$ cat src/rtl/snn_rate_classifier.sv
// rtl/snn_rate_classifier.sv - rate-coded spiking classifier with programmable weights
//
// Rate-encodes N_IN static enables into periodic spike trains, drives N_OUT
// leaky integrate-and-fire neurons through a runtime-written signed weight
// matrix, runs a WINDOW-cycle evaluation and reports the neuron with the most
// spikes through a valid/ack handshake.
//
// Optional feature: define SNN_REFRACTORY_EN to hold a neuron at zero and
// silent for REFRACTORY cycles after each spike.
//
// Ports:
//   clk, rst        clock, asynchronous active-high reset
//   in_en           static channel enables, latched at start
//   start           begin an evaluation (IDLE only)
//   w_we/w_addr/w_data  weight write, index = out*N_IN + in (IDLE only)
//   spike_out       registered neuron spikes, zero outside RUN
//   busy            high in RUN and DONE
//   result_valid    high in HOLD, cleared by result_ack
//   result_idx/result_count/result_none  winning neuron, its count, no-spike flag
module snn_rate_classifier #(
  parameter int N_IN            = 4,
  parameter int N_OUT           = 2,
  parameter int SPIKE_PERIOD    = 6,
  parameter int THRESHOLD       = 18,
  parameter int LEAK            = 1,
  parameter int POTENTIAL_WIDTH = 8,
  parameter int WEIGHT_WIDTH    = 6,
  parameter int WINDOW          = 64,
  parameter int COUNT_WIDTH     = 8,
  parameter int REFRACTORY      = 2
) (
  input  logic                                                     clk,
  input  logic                                                     rst,
  input  logic [N_IN-1:0]                                          in_en,
  input  logic                                                     start,
  input  logic                                                     w_we,
  input  logic [((N_IN*N_OUT) > 1 ? $clog2(N_IN*N_OUT) : 1)-1:0]   w_addr,
  input  logic [WEIGHT_WIDTH-1:0]                                  w_data,
  output logic [N_OUT-1:0]                                         spike_out,
  output logic                                                     busy,
  output logic                                                     result_valid,
  input  logic                                                     result_ack,
  output logic [(N_OUT > 1 ? $clog2(N_OUT) : 1)-1:0]               result_idx,
  output logic [COUNT_WIDTH-1:0]                                   result_count,
  output logic                                                     result_none
);

  localparam int NW  = N_IN * N_OUT;
  localparam int AW  = (NW > 1) ? $clog2(NW) : 1;
  localparam int IW  = (N_OUT > 1) ? $clog2(N_OUT) : 1;
  localparam int PHW = (SPIKE_PERIOD > 1) ? $clog2(SPIKE_PERIOD) : 1;
  localparam int WCW = $clog2(WINDOW + 1);
  // Wide enough for v plus N_IN worst-case weights minus the leak, with sign.
  localparam int SW  = POTENTIAL_WIDTH + WEIGHT_WIDTH + $clog2(N_IN) + 1;

  localparam logic signed [SW-1:0]        VMAX_S = SW'((64'd1 << POTENTIAL_WIDTH) - 64'd1);
  localparam logic signed [SW-1:0]        LEAK_S = SW'(LEAK);
  localparam logic [POTENTIAL_WIDTH:0]    THR    = (POTENTIAL_WIDTH + 1)'(THRESHOLD);
  localparam logic [PHW-1:0]              PH_LAST  = PHW'(SPIKE_PERIOD - 1);
  localparam logic [WCW-1:0]              WIN_LAST = WCW'(WINDOW - 1);

  if (REFRACTORY < 0) begin : g_refractory_range
    $error("REFRACTORY must be non-negative");
  end

  typedef enum logic [1:0] {S_IDLE, S_RUN, S_DONE, S_HOLD} state_t;

  state_t state, state_nxt;

  logic signed [WEIGHT_WIDTH-1:0]  weights [NW];
  logic [N_IN-1:0]                 en_lat;
  logic [PHW-1:0]                  phase;
  logic [WCW-1:0]                  win_cnt;
  logic [POTENTIAL_WIDTH-1:0]      v [N_OUT];
  logic [COUNT_WIDTH-1:0]          cnt [N_OUT];

`ifdef SNN_REFRACTORY_EN
  localparam int RFW = (REFRACTORY > 0) ? $clog2(REFRACTORY + 1) : 1;
  logic [RFW-1:0]                  refr [N_OUT];
`endif

  logic                            win_last;
  logic [N_IN-1:0]                 in_spike;
  logic signed [SW-1:0]            acc [N_OUT];
  logic [POTENTIAL_WIDTH-1:0]      v_clamp [N_OUT];
  logic [N_OUT-1:0]                fire;
  logic [IW-1:0]                   best_idx;
  logic [COUNT_WIDTH-1:0]          best_cnt;

  assign win_last = (win_cnt == WIN_LAST);
  assign in_spike = (state == S_RUN && phase == PH_LAST) ? en_lat : '0;

  // FSM next state and state-decoded outputs
  always_comb begin
    state_nxt    = state;
    busy         = 1'b0;
    result_valid = 1'b0;
    case (state)
      S_IDLE: if (start) state_nxt = S_RUN;
      S_RUN: begin
        busy = 1'b1;
        if (win_last) state_nxt = S_DONE;
      end
      S_DONE: begin
        busy      = 1'b1;
        state_nxt = S_HOLD;
      end
      S_HOLD: begin
        result_valid = 1'b1;
        if (result_ack) state_nxt = S_IDLE;
      end
      default: state_nxt = S_IDLE;
    endcase
  end

  always_ff @(posedge clk or posedge rst) begin
    if (rst) state <= S_IDLE;
    else     state <= state_nxt;
  end

  // Neuron integration: signed sum, clamp to the unsigned potential range, threshold.
  always_comb begin
    for (int j = 0; j < N_OUT; j++) begin
      acc[j] = {{(SW - POTENTIAL_WIDTH){1'b0}}, v[j]};
      for (int i = 0; i < N_IN; i++) begin
        if (in_spike[i]) begin
          acc[j] = acc[j] + {{(SW - WEIGHT_WIDTH){weights[j*N_IN+i][WEIGHT_WIDTH-1]}},
                             weights[j*N_IN+i]};
        end
      end
      acc[j] = acc[j] - LEAK_S;
      if (acc[j][SW-1])          v_clamp[j] = '0;
      else if (acc[j] > VMAX_S)  v_clamp[j] = '1;
      else                       v_clamp[j] = acc[j][POTENTIAL_WIDTH-1:0];
      fire[j] = ({1'b0, v_clamp[j]} >= THR);
`ifdef SNN_REFRACTORY_EN
      if (refr[j] != '0) fire[j] = 1'b0;
`endif
    end
  end

  // Argmax with strict compare so ties resolve to the lowest index.
  always_comb begin
    best_idx = '0;
    best_cnt = '0;
    for (int j = 0; j < N_OUT; j++) begin
      if (cnt[j] > best_cnt) begin
        best_cnt = cnt[j];
        best_idx = IW'(j);
      end
    end
  end

  always_ff @(posedge clk or posedge rst) begin
    if (rst) begin
      for (int k = 0; k < NW; k++) weights[k] <= '0;
      en_lat       <= '0;
      phase        <= '0;
      win_cnt      <= '0;
      spike_out    <= '0;
      result_idx   <= '0;
      result_count <= '0;
      result_none  <= 1'b0;
      for (int j = 0; j < N_OUT; j++) begin
        v[j]   <= '0;
        cnt[j] <= '0;
`ifdef SNN_REFRACTORY_EN
        refr[j] <= '0;
`endif
      end
    end else begin
      spike_out <= '0;
      // Index compare loop keeps out-of-range addresses from touching storage.
      if (state == S_IDLE && w_we) begin
        for (int k = 0; k < NW; k++) begin
          if (w_addr == AW'(k)) weights[k] <= w_data;
        end
      end
      case (state)
        S_IDLE: begin
          if (start) begin
            en_lat       <= in_en;
            phase        <= '0;
            win_cnt      <= '0;
            result_idx   <= '0;
            result_count <= '0;
            result_none  <= 1'b0;
            for (int j = 0; j < N_OUT; j++) begin
              v[j]   <= '0;
              cnt[j] <= '0;
`ifdef SNN_REFRACTORY_EN
              refr[j] <= '0;
`endif
            end
          end
        end
        S_RUN: begin
          phase   <= (phase == PH_LAST) ? '0 : phase + PHW'(1);
          win_cnt <= win_cnt + WCW'(1);
          // The last RUN update still counts, but its spike would land in DONE.
          spike_out <= win_last ? '0 : fire;
          for (int j = 0; j < N_OUT; j++) begin
`ifdef SNN_REFRACTORY_EN
            if (refr[j] != '0) begin
              refr[j] <= refr[j] - RFW'(1);
              v[j]    <= '0;
            end else
`endif
            if (fire[j]) begin
              v[j] <= '0;
              if (cnt[j] != '1) cnt[j] <= cnt[j] + COUNT_WIDTH'(1);
`ifdef SNN_REFRACTORY_EN
              refr[j] <= RFW'(REFRACTORY);
`endif
            end else begin
              v[j] <= v_clamp[j];
            end
          end
        end
        S_DONE: begin
          result_idx   <= best_idx;
          result_count <= best_cnt;
          result_none  <= (best_cnt == '0);
        end
        default: ;
      endcase
    end
  end

endmodule

$ cat config.mk
export PLATFORM = sky130hd
export DESIGN_NAME = snn_rate_classifier
export DESIGN_NICKNAME = d
export VERILOG_FILES = /design/src/rtl/snn_rate_classifier.sv
export SDC_FILE = /design/constraint.sdc
export NUM_CORES = 1
export LEC_CHECK = 0
export ABC_AREA = 1
export BUFFER_PORTS_ARGS = -buffer_cell sky130_fd_sc_hd__buf_2
export CAP_MARGIN = 10
export CORE_UTILIZATION = 30
export CTS_BUF_LIST = sky130_fd_sc_hd__clkbuf_8 sky130_fd_sc_hd__clkbuf_16
export DETAILED_ROUTE_END_ITERATION = 16
export GPL_TIMING_DRIVEN = 0
export SLEW_MARGIN = 5
export SYNTH_ARGS = -nofsm -noshare
export SYNTH_HDL_FRONTEND = slang
export SYNTH_SLANG_ARGS = --single-unit
export TNS_END_PERCENT = 1
$ cat constraint.sdc
create_clock -name clk -period 6.8 [get_ports clk]
set_input_delay 0.34 -clock clk [delete_from_list [all_inputs] [get_ports clk]]
set_output_delay 0.34 -clock clk [all_outputs]
set_load 0.01 [all_outputs]
==> flow_results.xml <==
<?xml version="1.0" encoding="UTF-8"?>
<metrics>
  <group name="run_status">
    <metric name="status" unit="">finished clean</metric>
  </group>
  <group name="logic_synthesis">
    <metric name="postSynthCellCount" unit="">2017</metric>
    <metric name="ys_warn_count" unit="">0</metric>
    <metric name="synth.avg_cell_area" unit="um^2">6.207</metric>
    <metric name="ys_dominant_reg_cell" unit="">sky130_fd_sc_hd__dfrtp_1</metric>
    <metric name="sequential_element_share_of_the_synthesized_area" unit="%">21.59</metric>
    <metric name="asyncSetResetFlopFracSynth" unit="%">100.0</metric>
    <metric name="distinct_cells_synth" unit="">50</metric>
    <metric name="synth-edff-count" unit="">0</metric>
    <metric name="synth_area" unit="um^2">12520</metric>
    <metric name="yosys_register_bits" unit="">108</metric>
    <metric name="synth_nets" unit="">2165</metric>
  </group>
  <group name="grt">
    <metric name="grtUsageMet1" unit="%">23.71</metric>
    <metric name="grt-busiest-layer" unit="">met2</metric>
    <metric name="vias_in_the_first_global_route" unit="">12510</metric>
    <metric name="grt_util_met2" unit="%">29.13</metric>
    <metric name="global_route_wire_length_before_repair" unit="mm">61.11</metric>
    <metric name="grt_overflow" unit="">0</metric>
    <metric name="global_route.usage.total" unit="%">17.74</metric>
    <metric name="met3_usage" unit="%">2.412</metric>
    <metric name="grt_max_degree" unit="">81</metric>
    <metric name="number_of_antenna_violations_at_the_first_check_in_global_routing" unit="">1</metric>
  </group>
  <group name="cells_and_area">
    <metric name="fillerInstances" unit="">4211</metric>
    <metric name="design.final.nets" unit="">2291</metric>
    <metric name="multi_input_comb_area" unit="um^2">10330</metric>
    <metric name="areaGrowthSynthToFinish" unit="%">28.34</metric>
    <metric name="final_core_utilization" unit="%">39.17</metric>
    <metric name="seq_area" unit="um^2">2705</metric>
    <metric name="share_of_final_layout_standard_cells_stronger_than_drive_strength_1" unit="%">23.56</metric>
  </group>
  <group name="sta">
    <metric name="report.final.slew_viol_count" unit="">0</metric>
    <metric name="worst_slew_pin_slew" unit="ns">1.104</metric>
    <metric name="hold_ws" unit="ns">0.2016</metric>
    <metric name="relSlewSlack" unit="%">25.40</metric>
    <metric name="worst_clock_skew" unit="ns">0.01197</metric>
    <metric name="tns" unit="ns">0</metric>
    <metric name="timing.final.ws_setup" unit="ns">0.2234</metric>
    <metric name="clock.fmax" unit="MHz">152.1</metric>
    <metric name="rsz0062_at_grt" unit="">yes</metric>
    <metric name="finalHoldViolCount" unit="">0</metric>
    <metric name="final.period_utilization" unit="%">96.72</metric>
    <metric name="final.min_clock_period" unit="ns">6.577</metric>
    <metric name="final_setup_violation_count" unit="">0</metric>
  </group>
  <group name="clocking">
    <metric name="ctsLongestPathBuffers" unit="">2</metric>
    <metric name="clkSinkCount" unit="">108</metric>
    <metric name="tritoncts.num_buffers" unit="">9</metric>
    <metric name="clockRootBuffer" unit="">sky130_fd_sc_hd__clkbuf_16</metric>
    <metric name="clkTransAtPathRegs" unit="ns">0.08</metric>
    <metric name="cts_tree" unit="">done</metric>
    <metric name="clock_tree.htree_level_count" unit="">3</metric>
    <metric name="insertion_delay" unit="ns">0.37</metric>
  </group>
  <group name="critical_path">
    <metric name="required" unit="ns">7.10</metric>
    <metric name="ff2ff_setup_slack" unit="ns">0.22</metric>
    <metric name="rr_worst_depth" unit="">47</metric>
    <metric name="reg2reg_to" unit="">cnt[6]$_DFFE_PP0P_</metric>
    <metric name="cp_slowest_stage_delay" unit="ns">0.41</metric>
    <metric name="launching_element_type_of_the_critical_path" unit="">flop</metric>
    <metric name="crit_top_cell" unit="">sky130_fd_sc_hd__nand2_1</metric>
    <metric name="r2r_start" unit="">state[1]$_DFFE_PP0P_</metric>
    <metric name="critical_path.slowest_cell" unit="">sky130_fd_sc_hd__dfrtp_1</metric>
    <metric name="cp.arrival" unit="ns">6.88</metric>
    <metric name="critical_path_peak_fanout" unit="">8</metric>
    <metric name="kind_of_critical_path" unit="">reg -&gt; reg</metric>
    <metric name="endpoint_kind" unit="">flop</metric>
  </group>
  <group name="place">
    <metric name="gp_congestion" unit="">0.8901</metric>
    <metric name="placement.setup.worst_slack" unit="ns">-1.760</metric>
    <metric name="io_buffer_count" unit="">31</metric>
    <metric name="dp.final_hpwl" unit="mm">28.45</metric>
  </group>
  <group name="worst_hold_path">
    <metric name="launch_instance_of_the_worst_min_delay_path" unit="">in_en[2]</metric>
    <metric name="timing.hold.worst.class" unit="">in -&gt; reg</metric>
    <metric name="hold_end" unit="">en_lat[2]$_DFFE_PP0P_</metric>
    <metric name="worst_hold_path.num_cells" unit="">2</metric>
  </group>
  <group name="floorplanning">
    <metric name="initial_core_util" unit="%">30.52</metric>
    <metric name="die_height" unit="um">206.3</metric>
    <metric name="number_of_placement_rows" unit="">74</metric>
    <metric name="die_w" unit="um">206.3</metric>
    <metric name="fp.coreArea" unit="um^2">41020</metric>
    <metric name="floorplan.die_area" unit="um^2">42550</metric>
    <metric name="floorplan.io_pins" unit="">32</metric>
  </group>
  <group name="detailed_routing">
    <metric name="vias" unit="">13430</metric>
    <metric name="ant_nets" unit="">0</metric>
    <metric name="wl_per_cell" unit="um">14.57</metric>
    <metric name="postRouteWirelength" unit="mm">39.05</metric>
    <metric name="drt-pass1-iter-count" unit="">5</metric>
    <metric name="detail_route.vias_per_cell" unit="">5.008</metric>
    <metric name="first_iter_violations" unit="">893</metric>
    <metric name="drcViolationCount" unit="">0</metric>
  </group>
  <group name="power">
    <metric name="worst_ir_drop_vdd" unit="uV">295.4</metric>
    <metric name="power.static_leakage" unit="nW">8.457</metric>
    <metric name="power" unit="mW">6.191</metric>
    <metric name="power_per_cell_area" unit="nW/um^2">385.3</metric>
  </group>
  <group name="job">
    <metric name="maxCapViolations" unit="">0</metric>
  </group>
</metrics>
cells in the final DEF (no fill, tap or decap), types with 8 or more instances in the layout:
| cell | count |
|---|---|
| sky130_fd_sc_hd__ha_4 | 52 |
| sky130_fd_sc_hd__nand2_2 | 80 |
| sky130_fd_sc_hd__nand3_1 | 181 |
| sky130_fd_sc_hd__nor3_1 | 18 |
| sky130_fd_sc_hd__nor2_1 | 108 |
| sky130_fd_sc_hd__buf_4 | 76 |
| sky130_fd_sc_hd__nor2_4 | 18 |
| sky130_fd_sc_hd__o21ai_1 | 14 |
| sky130_fd_sc_hd__ha_1 | 62 |
| sky130_fd_sc_hd__nor2_2 | 20 |
| sky130_fd_sc_hd__xor2_1 | 37 |
| sky130_fd_sc_hd__nand2_4 | 14 |
| sky130_fd_sc_hd__dfrtp_1 | 106 |
| sky130_fd_sc_hd__inv_1 | 256 |
| sky130_fd_sc_hd__a31oi_1 | 8 |
| sky130_fd_sc_hd__nand4_1 | 33 |
| sky130_fd_sc_hd__clkbuf_16 | 9 |
| sky130_fd_sc_hd__o21ai_0 | 86 |
| sky130_fd_sc_hd__nand3b_1 | 8 |
| sky130_fd_sc_hd__buf_6 | 8 |
| sky130_fd_sc_hd__nand3_2 | 19 |
| sky130_fd_sc_hd__xnor2_1 | 18 |
| sky130_fd_sc_hd__a21oi_2 | 40 |
| sky130_fd_sc_hd__inv_2 | 28 |
| sky130_fd_sc_hd__clkbuf_1 | 19 |
| sky130_fd_sc_hd__a21oi_1 | 63 |
| sky130_fd_sc_hd__or2_2 | 13 |
| sky130_fd_sc_hd__nand2_1 | 572 |
| sky130_fd_sc_hd__ha_2 | 8 |
| sky130_fd_sc_hd__a21oi_4 | 12 |
| sky130_fd_sc_hd__buf_2 | 37 |
| sky130_fd_sc_hd__o21ai_2 | 19 |
cell families after synthesis:
kind of cell    count (synthesis)  synth area share (%)
fa+ha+maj                     130                 13.47
flops                         108                 21.59
compound gates                279                 12.05
mux                             3                0.2698
simple gates                 1115                 38.41
xor+xnor                       61                 4.327
buf+inv                       321                 9.884
sequential cells by signal (all words and copies together), names as in the netlist:
register and count:
spike_out 2, cnt 16, win_cnt 7, result_none 1, phase 3, state 2
result_count 8, result_idx 1, weights 48, v 16, en_lat 4
critical path: cells and delay by family (launching register included):
family,cells,cell delay (ns)
and+or+nand+nor,25,3.00
xor gates and xnor gates,2,0.33
AOI/OAI and AO/OA,8,0.90
adders and majority gates,4,1.05
DFF,1,0.41
buffers and inverters,8,0.80
worst max-delay path by stage:
| stage | cells after the start | slack [ns] | start | to |
|---|---|---|---|---|
| after floorplan | 44 | 0.31 | state[1]$_DFFE_PP0P_ | cnt[6]$_DFFE_PP0P_ |
| after global placement | 43 | -1.68 | state[1]$_DFFE_PP0P_ | v[9]$_DFFE_PP0P_ |
| after detailed placement | 43 | -1.76 | state[1]$_DFFE_PP0P_ | v[9]$_DFFE_PP0P_ |
| after CTS | 48 | 0.001 | state[1]$_DFFE_PP0P_ | cnt[1]$_DFFE_PP0P_ |
| after global routing | 53 | -0.25 | weights[18]$_DFFE_PP0P_ | cnt[4]$_DFFE_PP0P_ |
| final | 47 | 0.22 | state[1]$_DFFE_PP0P_ | cnt[6]$_DFFE_PP0P_ |
where the power goes:
| part | total (mW) | switching, mW | internal, mW |
|---|---|---|---|
| logic | 4.56 | 2.76 | 1.80 |
| registers | 1.10 | 0.268 | 0.837 |
| clock network | 0.530 | 0.275 | 0.255 |
synth_stat cells, types with 4 or more instances:
cell                       instances  area (um^2)
sky130_fd_sc_hd__nand2_2           7        43.79
sky130_fd_sc_hd__o21ai_1          10        50.05
sky130_fd_sc_hd__buf_2             5        25.02
sky130_fd_sc_hd__dfrtp_1         108         2703
sky130_fd_sc_hd__xor2_1           39        341.6
sky130_fd_sc_hd__a21oi_1         113        565.5
sky130_fd_sc_hd__ha_1            122         1526
sky130_fd_sc_hd__nand4_1          33        206.5
sky130_fd_sc_hd__a31oi_1           8        50.05
sky130_fd_sc_hd__or2_1             5        31.28
sky130_fd_sc_hd__nor2_4            7        78.83
sky130_fd_sc_hd__nand2_1         660         2477
sky130_fd_sc_hd__and2_1            5        31.28
sky130_fd_sc_hd__a21o_1            7        52.55
sky130_fd_sc_hd__xnor2_1          21        183.9
sky130_fd_sc_hd__fa_1              8        160.2
sky130_fd_sc_hd__o21bai_1         13        97.59
sky130_fd_sc_hd__nand3_2           4        40.04
sky130_fd_sc_hd__nand3b_1          8        60.06
sky130_fd_sc_hd__nand3_1         199        996.0
sky130_fd_sc_hd__inv_1           276         1036
sky130_fd_sc_hd__clkbuf_1         19        71.32
sky130_fd_sc_hd__inv_2            10        37.54
sky130_fd_sc_hd__nor2_1          131        491.7
sky130_fd_sc_hd__or2_2            15        93.84
sky130_fd_sc_hd__buf_1             6        22.52
sky130_fd_sc_hd__nor2_2            8        50.05
sky130_fd_sc_hd__o21ai_0         110        550.5
sky130_fd_sc_hd__nor3_1           23        115.1
sky130_fd_sc_hd__o211ai_1          5        37.54
layout make-up:
class / count / share of cell area, %
Multi-Input combinational cell: 1588 / 64.30
Sequential cell: 108 / 16.84
Inverter: 287 / 6.751
Timing Repair Buffer: 115 / 5.186
Tap cell: 532 / 4.143
Clock buffer: 9 / 1.402
Buffer: 34 / 1.020
Clock inverter: 7 / 0.3504
Antenna cell: 1 / 0.01557
metrics by stage:
stage / std cells / area, um^2
6_report: 2681 / 16070
5_1_grt: 2680 / 16070
4_1_cts: 2620 / 14230
3_5_place_dp: 2581 / 13370
3_3_place_gp: 2580 / 13340
2_1_floorplan: 2017 / 12520
layer usage:
metal	routed length, um	share of wire (%)
met5	0	0
met2	17970	46
met1	18080	46
met3	1808	4.6
met4	1201	3.1
timing repair:
action                                  4_1_cts  5_1_grt
hold buffers                                  1        0
endpoints found under the setup margin       28       28
pin swaps                                    21      146
setup buffers                                21       60
gates resized for setup                      89      314
gates cloned                                  1        0
endpoints found under the hold margin        28        0
Power figures use the tool's default switching activity.
